$ cat src/rtl/serial_cmd_decoder_marine_radar_if.sv
// Host serial link and register-bus signals of the marine radar command decoder.
// The master side is the host/readback mux; the slave side is the decoder.
interface serial_cmd_decoder_marine_radar_if;
    logic        serial_enable;
    logic        serial_clock;
    logic        serial_data_in;
    logic        serial_data_out;
    logic [6:0]  serial_addr;
    logic [31:0] serial_data;
    logic        serial_strobe;
    logic [6:0]  readback_addr;
    logic [31:0] readback_data;
    logic        frame_error;

    modport master (
        output serial_enable, serial_clock, serial_data_in, readback_data,
        input  serial_data_out, serial_addr, serial_data, serial_strobe,
               readback_addr, frame_error
    );

    modport slave (
        input  serial_enable, serial_clock, serial_data_in, readback_data,
        output serial_data_out, serial_addr, serial_data, serial_strobe,
               readback_addr, frame_error
    );
endinterface

$ cat src/rtl/serial_cmd_decoder_marine_radar.sv
// Serial command decoder: 40-bit frames (R/W, 7-bit address, 32-bit data) from an async host.
// Define SERIAL_READBACK_EN to compile in the read path (readback_addr / shift-out on serial_data_out).
module serial_cmd_decoder_marine_radar (
    input  logic master_clk,
    input  logic reset,
    serial_cmd_decoder_marine_radar_if.slave bus
);

`ifdef SERIAL_READBACK_EN
    typedef enum logic [2:0] {IDLE, HDR, WDATA, RLOAD, RDATA} state_t;
`else
    typedef enum logic [2:0] {IDLE, HDR, WDATA} state_t;
`endif

    state_t      state, state_next;
    logic [1:0]  en_sync, sclk_sync, sdi_sync;
    logic        en_d, sclk_d;
    logic        en_s, sclk_s, sdi_s;
    logic        en_rise, en_fall, bit_tick;
    logic [5:0]  bit_cnt;
    logic        rw;
    logic [38:0] frame_sr;
    logic [6:0]  addr_q;
    logic [31:0] data_q;
    logic        strobe_q, error_q;

    always_ff @(posedge master_clk or posedge reset) begin
        if (reset) begin
            en_sync   <= 2'b00;
            sclk_sync <= 2'b00;
            sdi_sync  <= 2'b00;
            en_d      <= 1'b0;
            sclk_d    <= 1'b0;
        end else begin
            en_sync   <= {en_sync[0], bus.serial_enable};
            sclk_sync <= {sclk_sync[0], bus.serial_clock};
            sdi_sync  <= {sdi_sync[0], bus.serial_data_in};
            en_d      <= en_sync[1];
            sclk_d    <= sclk_sync[1];
        end
    end

    assign en_s     = en_sync[1];
    assign sclk_s   = sclk_sync[1];
    assign sdi_s    = sdi_sync[1];
    assign en_rise  = en_s & ~en_d;
    assign en_fall  = ~en_s & en_d;
    assign bit_tick = sclk_s & ~sclk_d & en_s;

    always_ff @(posedge master_clk or posedge reset) begin
        if (reset) state <= IDLE;
        else       state <= state_next;
    end

    // Enable edges take priority over any serial clock edge seen in the same cycle.
    always_comb begin
        state_next = state;
        if (en_rise) begin
            state_next = HDR;
        end else if (en_fall) begin
            state_next = IDLE;
        end else begin
            case (state)
                HDR: begin
                    if (bit_tick && bit_cnt == 6'd7) begin
`ifdef SERIAL_READBACK_EN
                        state_next = rw ? RLOAD : WDATA;
`else
                        state_next = WDATA;
`endif
                    end
                end
`ifdef SERIAL_READBACK_EN
                RLOAD:   state_next = RDATA;
`endif
                default: state_next = state;
            endcase
        end
    end

    // Frame capture and completion; a frame is valid only with exactly 40 bits at enable fall.
    always_ff @(posedge master_clk or posedge reset) begin
        if (reset) begin
            bit_cnt  <= 6'd0;
            rw       <= 1'b0;
            frame_sr <= 39'd0;
            addr_q   <= 7'd0;
            data_q   <= 32'd0;
            strobe_q <= 1'b0;
            error_q  <= 1'b0;
        end else begin
            strobe_q <= 1'b0;
            error_q  <= 1'b0;
            if (en_rise) begin
                bit_cnt <= 6'd0;
            end else if (en_fall) begin
                if (state != IDLE) begin
                    if (bit_cnt == 6'd40) begin
                        if (!rw) begin
                            addr_q   <= frame_sr[38:32];
                            data_q   <= frame_sr[31:0];
                            strobe_q <= 1'b1;
                        end
                    end else begin
                        error_q <= 1'b1;
                    end
                end
            end else if (bit_tick && state != IDLE) begin
                if (bit_cnt != 6'd41) bit_cnt <= bit_cnt + 6'd1;
                if (bit_cnt == 6'd0)       rw       <= sdi_s;
                else if (bit_cnt < 6'd40)  frame_sr <= {frame_sr[37:0], sdi_s};
            end
        end
    end

    assign bus.serial_addr   = addr_q;
    assign bus.serial_data   = data_q;
    assign bus.serial_strobe = strobe_q;
    assign bus.frame_error   = error_q;

`ifdef SERIAL_READBACK_EN
    logic [31:0] rd_sr;
    logic [6:0]  rb_addr;
    logic        sclk_fall;

    assign sclk_fall = ~sclk_s & sclk_d;

    // The mux sees rb_addr during RLOAD, so its answer is captured on the way out of RLOAD.
    always_ff @(posedge master_clk or posedge reset) begin
        if (reset) begin
            rd_sr   <= 32'd0;
            rb_addr <= 7'd0;
        end else begin
            if (state == HDR && state_next == RLOAD)
                rb_addr <= {frame_sr[5:0], sdi_s};
            if (state == RLOAD)
                rd_sr <= bus.readback_data;
            else if (state == RDATA && state_next == RDATA && sclk_fall)
                rd_sr <= {rd_sr[30:0], 1'b0};
        end
    end

    assign bus.readback_addr   = rb_addr;
    assign bus.serial_data_out = (state == RDATA) ? rd_sr[31] : 1'b0;
`else
    logic unused_readback;

    assign unused_readback     = ^bus.readback_data;
    assign bus.readback_addr   = 7'd0;
    assign bus.serial_data_out = 1'b0;
`endif

endmodule

$ cat src/flat_wrapper.sv
// flat-port wrapper written by rule: the top's interface ports become plain ports
module serial_cmd_decoder_marine_radar_flat 
  (master_clk, reset, bus_serial_enable, bus_serial_clock, bus_serial_data_in, bus_readback_data, bus_serial_data_out, bus_serial_addr, bus_serial_data, bus_serial_strobe, bus_readback_addr, bus_frame_error);
  serial_cmd_decoder_marine_radar_if bus_i ();
  input  logic master_clk;
  input  logic reset;
  input wire logic [$bits(bus_i.serial_enable)-1:0] bus_serial_enable;
  input wire logic [$bits(bus_i.serial_clock)-1:0] bus_serial_clock;
  input wire logic [$bits(bus_i.serial_data_in)-1:0] bus_serial_data_in;
  input wire logic [$bits(bus_i.readback_data)-1:0] bus_readback_data;
  output wire logic [$bits(bus_i.serial_data_out)-1:0] bus_serial_data_out;
  output wire logic [$bits(bus_i.serial_addr)-1:0] bus_serial_addr;
  output wire logic [$bits(bus_i.serial_data)-1:0] bus_serial_data;
  output wire logic [$bits(bus_i.serial_strobe)-1:0] bus_serial_strobe;
  output wire logic [$bits(bus_i.readback_addr)-1:0] bus_readback_addr;
  output wire logic [$bits(bus_i.frame_error)-1:0] bus_frame_error;
  assign bus_i.serial_enable = bus_serial_enable;
  assign bus_i.serial_clock = bus_serial_clock;
  assign bus_i.serial_data_in = bus_serial_data_in;
  assign bus_i.readback_data = bus_readback_data;
  assign bus_serial_data_out = bus_i.serial_data_out;
  assign bus_serial_addr = bus_i.serial_addr;
  assign bus_serial_data = bus_i.serial_data;
  assign bus_serial_strobe = bus_i.serial_strobe;
  assign bus_readback_addr = bus_i.readback_addr;
  assign bus_frame_error = bus_i.frame_error;
  serial_cmd_decoder_marine_radar u_core (.master_clk(master_clk), .reset(reset), .bus(bus_i));
endmodule
$ cat config.mk
export PLATFORM = sky130hd
export DESIGN_NAME = serial_cmd_decoder_marine_radar_flat
export DESIGN_NICKNAME = d
export VERILOG_FILES = /design/src/rtl/serial_cmd_decoder_marine_radar_if.sv /design/src/rtl/serial_cmd_decoder_marine_radar.sv /design/src/flat_wrapper.sv
export SDC_FILE = /design/constraint.sdc
export NUM_CORES = 1
export LEC_CHECK = 0
export CAP_MARGIN = 10
export CORE_MARGIN = 2
export CORE_UTILIZATION = 46
export DETAILED_ROUTE_END_ITERATION = 6
export PLACE_DENSITY = 0.76
export SLEW_MARGIN = 30
export SYNTH_ARGS = -nofsm -noshare
export SYNTH_HDL_FRONTEND = slang
export SYNTH_SLANG_ARGS = --single-unit
$ cat constraint.sdc
create_clock -name master_clk -period 3.05 [get_ports master_clk]
set_clock_uncertainty 0.05 [all_clocks]
set_input_delay 0.61 -clock master_clk [delete_from_list [all_inputs] [get_ports master_clk]]
set_output_delay 0.61 -clock master_clk [all_outputs]
set_load 0.01 [all_outputs]
# Word level (Yosys, flattened, before mapping)
# Cells that the tools add are included.
# Widths: inputs -> output; s select.
dict set report word_totals {
  ff_bits 98
  latch_bits 0
  ram_bits 0
  rom_bits 0
  output_inout_bits 49
  n_memories 0
}
dict set report classes {
  add_sub_neg 1
  multipliers 0
  div 0
  order_cmp 1
  eq_ne 5
  n_shift 0
  muxes 17
  bitwise_logic 11
  reduce_logical 13
}
# cell count
set op_table {}
lappend op_table {{$mux 6} 4}
lappend op_table {{$mux 3} 4}
lappend op_table {{$reduce_and 5->1} 2}
lappend op_table {{$mux 1} 9}
lappend op_table {{$reduce_bool 3->1} 3}
lappend op_table {{$not 1->1} 7}
lappend op_table {{$add 6x1->6 const B} 1}
lappend op_table {{$eq 6x3->1 const B} 1}
lappend op_table {{$eq 6x6->1 const B} 1}
lappend op_table {{$logic_not 6->1} 1}
lappend op_table {{$lt 6x6->1 const B} 1}
lappend op_table {{$ne 6x6->1 const B} 1}
lappend op_table {{$and 1x1->1} 4}
lappend op_table {{$reduce_and 4->1} 1}
lappend op_table {{$reduce_bool 2->1} 2}
lappend op_table {{$eq 3x1->1 const B} 1}
lappend op_table {{$reduce_and 3->1} 1}
lappend op_table {{$logic_and 1x1->1} 2}
lappend op_table {{$ne 2x1->1 const B} 1}
lappend op_table {{$reduce_and 2->1} 1}

# Longest topological paths before layout
# Gate-level depths: netlist (run 1).
dict set report logic_depth {
  word_depth 8
  depth_mapped 9
}

# Least setup slack after synthesis (run 1)
# Ideal clock, no wire load.
dict set report synth_timing {
  kind {register to register}
  start {register u_core.bit_cnt[0]}
  end {register u_core.frame_sr[0]}
  arrival_time_ns 1.851
  required_ns 2.875
  slack_ns 1.024
  stages_incl_launch_ff 9
  n_path_buf 2
  synth_period_minus_slack_ns 2.026
  path_cell_list {dfrtp_1 > inv_1 > ha_1 > nor2b_1 > nand2_1 > o2111ai_1 > buf_2 > buf_4 > mux2_2}
}
dict set report synth_between {
  elab_chain_cells 3
  word_cells_on_any_way 4
  classes_between {1 x order compare; 1 x bitwise; 2 x reduce/logical}
}
# item line_no
set synth_lines {}
lappend synth_lines {{start: declaration} serial_cmd_decoder_marine_radar.sv:20} ;# logic [5:0] bit_cnt;
lappend synth_lines {{start signal: assignment} serial_cmd_decoder_marine_radar.sv:109} ;# if (bit_cnt != 6'd41) bit_cnt <= bit_cnt + 6'd1;
lappend synth_lines {{branches (longest 2 deep; another with $lt 6x6->1)} --}
lappend synth_lines {{$reduce_and 5->1 (no source line) *} --}
lappend synth_lines {{end signal: assignment} serial_cmd_decoder_marine_radar.sv:111} ;# else if (bit_cnt < 6'd40) frame_sr <= {frame_sr[37:0], sdi_s};
lappend synth_lines {{end: declaration} serial_cmd_decoder_marine_radar.sv:22} ;# logic [38:0] frame_sr;
# Mark *: on every way between the ends.
# A chain may end at the register's enable or synchronous reset.

# Worst setup path after layout (run 1)
dict set report layout_timing {
  start {register u_core.bit_cnt[0]}
  end {register u_core.data_q[1], in the netlist u_core.bus.serial_data[1]}
}
dict set report layout_between {
  elab_chain_cells 2
}
# item line_no
set layout_lines {}
lappend layout_lines {{$eq 6x6->1} serial_cmd_decoder_marine_radar.sv:98} ;# if (bit_cnt == 6'd40) begin
lappend layout_lines {{$reduce_and 5->1 (no source line)} --}
lappend layout_lines {{end signal: assignment} serial_cmd_decoder_marine_radar.sv:101} ;# data_q <= frame_sr[31:0];
lappend layout_lines {{end: declaration} serial_cmd_decoder_marine_radar.sv:24} ;# logic [31:0] data_q;
# No other way between the ends.

==> impl_metrics.py, run 1 <==
metrics = {
    "min_path": {
        "worst_hold_path.endpoint": "u_core.en_sync[1]",
        "hold_path_class": "reg -> reg",
        "hp-start": "u_core.en_sync[0]",
        "hold_path_depth": 0,
    },
    "synthesis": {
        "synth_fa_ha_area_share_pct": 1.855,
        "synth_top_area_share_pct": 59.97,
        "yosys.area_share.simple_pct": 4.668,
        "synth_seq_cells": 97,
        "syn_avg_cell_area_um2": 15.27,
        "muxShareOfSynthArea_pct": 26.62,
        "synth_top_family_by_area": "multiplexers",
        "ys_seq_area_share_pct": 59.97,
        "synth_area_um2": 4048,
        "synth.distinct_cells": 34,
        "synth_area_leader_cell": "dfrtp_1",
        "synthXorXnorAreaFrac_pct": 0,
        "syn_inst": 265,
        "yosys_warnings": 0,
        "synthTopCellsByArea": "dfrtp_1 60%, mux2_4 14%, mux2_2 11%",
        "synth_compound_area_share_pct": 2.318,
    },
    "final_layout": {
        "layout-drive-gt1-share_pct": 34.17,
        "layout.nets": 357,
        "syn2layout_area_growth_pct": 18.27,
        "fillCellCount": 719,
        "insertedDiodeCount": 0,
    },
    "grt": {
        "antenna_found_initial": 0,
        "grt_max_degree": 41,
        "grt_pass1_wl_um": 11140,
        "grt_overflow": 0,
        "grt_pass1_vias": 2232,
        "grt.total_usage_pct": 14.41,
    },
    "timing": {
        "timing.final.hold_violations": 0,
        "slew_headroom_pct": 59.15,
        "fmax_ghz": 0.4243,
        "finalSetupViolations": 0,
        "min_period_ns": 2.357,
        "slew_violations": 0,
        "fin_tns_setup_ns": 0,
        "tightest_slew_ns": 0.6114,
        "hold-worst-slack_ns": 0.3050,
        "rsz0062_at_grt": "no",
        "fin_crit_sh_pct": 77.27,
    },
    "placed_design": {
        "place_congestion": 0.8186,
        "io_buffers": 45,
        "place_hpwl_um": 4192,
    },
    "route": {
        "drtIter0Drc": 82,
        "routed_via_density": 5.035,
        "finalWirelength_um": 6249,
        "maxUsedRoutingLayer": "met4",
        "vias": 2150,
        "wl_met2_um": 2913,
        "wl_per_cell_um": 14.63,
        "wl_met3_um": 255,
        "ant_nets": 0,
        "wirelength_met1_um": 2969,
        "firstDrtPassIters": 4,
        "drc": 0,
    },
    "floorplanning": {
        "die_h_um": 97.81,
        "core_um2": 8636,
        "io_pins": 86,
        "num_rows": 34,
        "die_w_um": 97.81,
        "initial_core_util_pct": 46.87,
        "dieArea_um2": 9566,
    },
    "clock_network": {
        "cts_sinks": 97,
        "clockRootBuffer": "clkbuf_8",
        "cts_buffers": 9,
        "clk_latency_ns": 0.35,
        "clk_pin_slew_worst_paths_ns": 0.09,
        "hold_buffers": 0,
        "cts_tree": "yes",
        "cts_setup_buffers": 0,
        "cts_max_level": 3,
        "ctsResizeCount": 0,
        "clock_path_buffers": 2,
    },
    "critical_path": {
        "path_buf_inv": 2,
        "r2r-end": "u_core.bus.serial_data[1]",
        "critPathTopFamily": "simple AND/OR/NAND/NOR gates",
        "reg2reg_depth": 7,
        "path_cells": "inv_1 -> ha_1 -> nor2b_1 -> nand2_1 -> or3_2 -> buf_4 -> mux2_4",
        "cp-start-kind": "flop",
        "max_stage_delay_ns": 0.48,
        "arrival_ns": 2.55,
        "timing.rr.start": "u_core.bit_cnt[0]",
        "cp_max_fo": 22,
        "required_ns": 3.24,
        "path_class": "reg -> reg",
        "cp-end-kind": "flop",
        "worst_path_max_delay_cell": "or3_2",
        "rrSetupSlack_ns": 0.69,
    },
    "run_status": {
        "outcome": "finished, final reports clean",
    },
    "power_and_ir_drop": {
        "total_power_mw": 2.328,
        "power_density_nw_per_um2": 486.3,
        "max-vdd-ir-drop_mv": 0.2725,
        "leakagePower_nw": 2.423,
    },
    "run": {
        "drv_cap": 0,
    },
}
-- cell usage after synthesis, drive strengths merged --
cell type  instances
a31o               1
a311o              2
inv                9
dfrtp             97
a211oi             1
conb               1
and3b              2
mux2i              3
nand3              6
nand4              1
ha                 6
nor3               4
a31oi              2
a21oi              2
and3               1
nor2b              1
clkbuf             2
o21ai              5
nor4               1
mux2              80
nor2               6
or2                1
and4b              1
or3                1
nand3b             1
and2               1
o2111ai            1
nand2              7
buf               18
or4b               1
-- how the worst max path moves through the flow --
stage,endpoint,start,cells past startpoint,slack [ns]
after floorplan,u_core.frame_sr[0],u_core.bit_cnt[0],8,1.02
after global placement,u_core.bus.serial_data[3],u_core.bit_cnt[0],7,0.78
after detailed placement,u_core.bus.serial_data[7],u_core.bit_cnt[0],7,0.71
after CTS,u_core.bus.serial_data[6],u_core.bit_cnt[0],7,0.71
after global routing,u_core.bus.serial_data[6],u_core.bit_cnt[0],7,0.60
final,u_core.bus.serial_data[1],u_core.bit_cnt[0],7,0.69
-- cells by family after synthesis --
group                    count (synthesis)
other                                    1
multiplexers                            83
buffers and inverters                   29
AO/OA/AOI/OAI                           14
flip-flops                              97
AND/OR/NAND/NOR                         35
adder cells (fa/ha/maj)                  6
-- metal layers --
layer / GRT usage (%) / up-vias
li1: - / 1008
met1: 20.82 / 1086
met2: 21.11 / 47
met3: 3.651 / 9
met4: 5.662 / 0
met5: 0 / -
-- final cells by class --
cell class                      instances  area (um^2)  share of cell area (%)
Tap cell                              108        135.1                   2.823
Timing Repair Buffer                   51        520.5                   10.87
Multi-Input combinational cell        146         1484                   31.00
Sequential cell                        97         2427                   50.71
Clock inverter                          7        58.81                   1.228
Inverter                                9        37.54                  0.7841
Clock buffer                            9        123.9                   2.588
-- layout by cell type, fill, tap and decap left out --
cell              n
a211oi_1          1
a21oi_1           2
a311o_1           1
a311o_2           1
a31o_2            1
a31oi_1           2
and2_1            1
and3_2            1
and3b_1           2
and4b_1           1
buf_12            2
buf_4             4
clkbuf_8          9
clkdlybuf4s50_1  45
clkinv_2          1
clkinvlp_4        2
conb_1            8
dfrtp_1          97
ha_1              6
inv_1             8
inv_6             4
inv_8             1
mux2_2           41
mux2_4           39
mux2i_1           3
nand2_1           7
nand3_1           6
nand3b_1          1
nand4_1           1
nor2_1            6
nor2b_1           1
nor3_1            4
nor4_1            1
o2111ai_4         1
o21ai_0           5
or2_2             1
or3_2             1
or4b_1            1
-- worst reg2reg max path, stage by stage, from the launching register on --
cell     delay [ns]
dfrtp_1        0.46
inv_1          0.09
ha_1           0.13
nor2b_1        0.32
nand2_1        0.09
or3_2          0.48
buf_4          0.28
mux2_4         0.35
-- stage by stage --
stage                     utilization (%)  setup slack, ns  cell area (um^2)  cells
after global placement              53.32           0.7827              4604    411
after CTS                           55.43           0.7051              4787    427
after global routing                55.43           0.5950              4787    427
final                               55.43           0.6934              4787    427
after floorplan                         -            1.024              4078    272
after detailed placement            53.32           0.7106              4604    411
-- power by group --
part           total (mW)  switching, mW  internal [mW]
Combinational       0.180          0.103         0.0771
Clock               0.771          0.459          0.313
Sequential           1.38         0.0458           1.33
-- registers in the layout, indices dropped and copies added, names as in the netlist, 2 cells and up --
signal,flops
u_core.en_sync,2
u_core.sdi_sync,2
u_core.frame_sr,39
u_core.bus.serial_data,32
u_core.bus.serial_addr,7
u_core.state,2
u_core.bit_cnt,6
u_core.sclk_sync,2
Power figures use the tool's default switching activity.
==> inputs of run 2 (changes only) <==
clock period = 2.1 ns   (was 3.05 ns; I/O delays follow)
==> run 2 against run 1 <==
Against the previous run:
- worst setup slack worse by 0.57 ns
- global-route usage about the same
- power up 51%
- largest power group unchanged
==> impl_metrics.py, run 2 (synthesized netlist as in run 1, its figures left out) <==
metrics = {
    "placed_design": {
        "io_buffers": 45,
        "place_ws_ns": 0.03635,
        "place_congestion": 0.8675,
        "dp_cells": 417,
        "place_hpwl_um": 3993,
    },
    "timing": {
        "slew_headroom_pct": 66.08,
        "setup_ws_ns": 0.1268,
        "fin_crit_sh_pct": 93.96,
        "timing.final.hold_violations": 0,
        "min_period_ns": 1.973,
        "slew_violations": 0,
        "tightest_slew_ns": 0.5089,
        "fmax_ghz": 0.5068,
        "hold-worst-slack_ns": 0.3117,
        "fin_tns_setup_ns": 0,
        "rsz0062_at_grt": "no",
        "finalSetupViolations": 0,
    },
    "route": {
        "vias": 2198,
        "ant_nets": 0,
        "routed_via_density": 5.076,
        "drc": 0,
        "drtIter0Drc": 78,
        "wl_per_cell_um": 14.98,
        "finalWirelength_um": 6487,
        "firstDrtPassIters": 5,
    },
    "floorplanning": {
        "core_um2": 8636,
        "initial_core_util_pct": 46.87,
        "die_w_um": 97.81,
        "io_pins": 86,
        "num_rows": 34,
        "die_h_um": 97.81,
        "dieArea_um2": 9566,
    },
    "min_path": {
        "hold_path_class": "reg -> reg",
    },
    "clock_network": {
        "cts_buffers": 9,
        "clk_latency_ns": 0.36,
        "cts_max_level": 3,
        "hold_buffers": 0,
        "cts_tree": "yes",
        "cts_sinks": 97,
        "clock_path_buffers": 2,
        "clk_pin_slew_worst_paths_ns": 0.09,
        "clockRootBuffer": "clkbuf_8",
    },
    "grt": {
        "grt_max_degree": 98,
        "antenna_found_initial": 0,
        "grt_overflow": 0,
        "grt_pass1_vias": 2228,
        "grt.total_usage_pct": 14.43,
        "grt_pass1_wl_um": 11140,
    },
    "final_layout": {
        "stdcell_count": 433,
        "largest_reg_flops": 39,
        "final_common_cell": "dfrtp_1",
        "layout.nets": 363,
        "final_cell_mix": "97 x dfrtp_1, 45 x clkdlybuf4s50_1, 41 x mux2_2",
        "insertedDiodeCount": 0,
        "syn2layout_area_growth_pct": 20.59,
        "fin_util_pct": 56.52,
        "layout-drive-gt1-share_pct": 35.38,
        "top_register": "u_core.frame_sr",
    },
    "power_and_ir_drop": {
        "max-vdd-ir-drop_mv": 0.4553,
        "leakagePower_nw": 2.477,
        "power_density_nw_per_um2": 719.7,
        "switching_share_pct": 24.54,
        "power_frac_seq_pct": 56.4,
        "internal_power_mw": 2.651,
        "combPwrFrac_pct": 9.8,
        "power_frac_clock_pct": 33.8,
        "p_sw_mw": 0.8621,
    },
    "critical_path": {
        "arrival_ns": 2.16,
        "path_class": "reg -> reg",
        "required_ns": 2.29,
        "cp-start-kind": "flop",
        "cp_max_fo": 39,
        "cp-end-kind": "flop",
    },
    "run": {
        "drv_cap": 0,
    },
    "run_status": {
        "outcome": "finished, final reports clean",
    },
}
[run 2: layout make-up]
cell class / count / area, um^2
fillers: 717 / 3755
flip-flops and latches: 97 / 2427
multi-input cells: 146 / 1495
repair buffers: 57 / 590.6
well taps: 108 / 135.1
clock buffers: 10 / 127.6
clock inverters: 6 / 67.56
inverters: 9 / 37.54
[run 2: final timing paths]
check | cells past startpoint | slack (ns) | start | to
hold reg to reg | 0 | 0.31 | u_core.en_sync[0] | u_core.en_sync[1]
hold / removal | 0 | 0.31 | u_core.en_sync[0] | u_core.en_sync[1]
max in group asynchronous | 3 | 1.11 | reset | u_core.sclk_d
setup reg to reg | 8 | 0.13 | u_core.bit_cnt[1] | u_core.frame_sr[37]
min in group asynchronous | 3 | 0.47 | reset | u_core.bit_cnt[0]
setup / recovery | 8 | 0.13 | u_core.bit_cnt[1] | u_core.frame_sr[37]
[run 2: per-layer routing]
metal / track usage [%] / routed length [um] / vias up
li1: - / - / 1012
met1: 19.92 / 3056 / 1127
met2: 22.76 / 3110 / 51
met3: 3.006 / 234 / 8
met4: 5.449 / 85 / 0
met5: 0 / 0 / -
[run 2: what timing repair did]
| action | CTS | global route |
|---|---|---|
| gates resized for setup | 0 | 3 |
| endpoints found under the setup margin | 0 | 78 |
| setup buffers | 0 | 0 |
[run 2: critical path, cell delays in order (launching register included)]
cell	delay, ns
dfrtp_1	0.39
inv_1	0.08
ha_1	0.15
nor2b_4	0.14
buf_4	0.12
nand2_1	0.07
o2111ai_4	0.21
buf_12	0.27
mux2_2	0.37
[run 2: stage by stage]
step | cell area (um^2) | power [mW]
floorplan | 4078 | 2.219
global route | 4881 | 3.692
detailed placement | 4674 | 2.341
CTS | 4870 | 3.544
finish | 4881 | 3.513
global placement | 4674 | 2.328
[run 2: power groups by stage]
stage               Clock (mW)  Sequential, mW  Combinational, mW
floorplan                    0            2.01              0.205
global placement             0            2.01              0.320
detailed placement           0            2.01              0.329
CTS                       1.23            1.98              0.334
global route              1.31            1.99              0.388
finish                    1.19            1.98              0.345
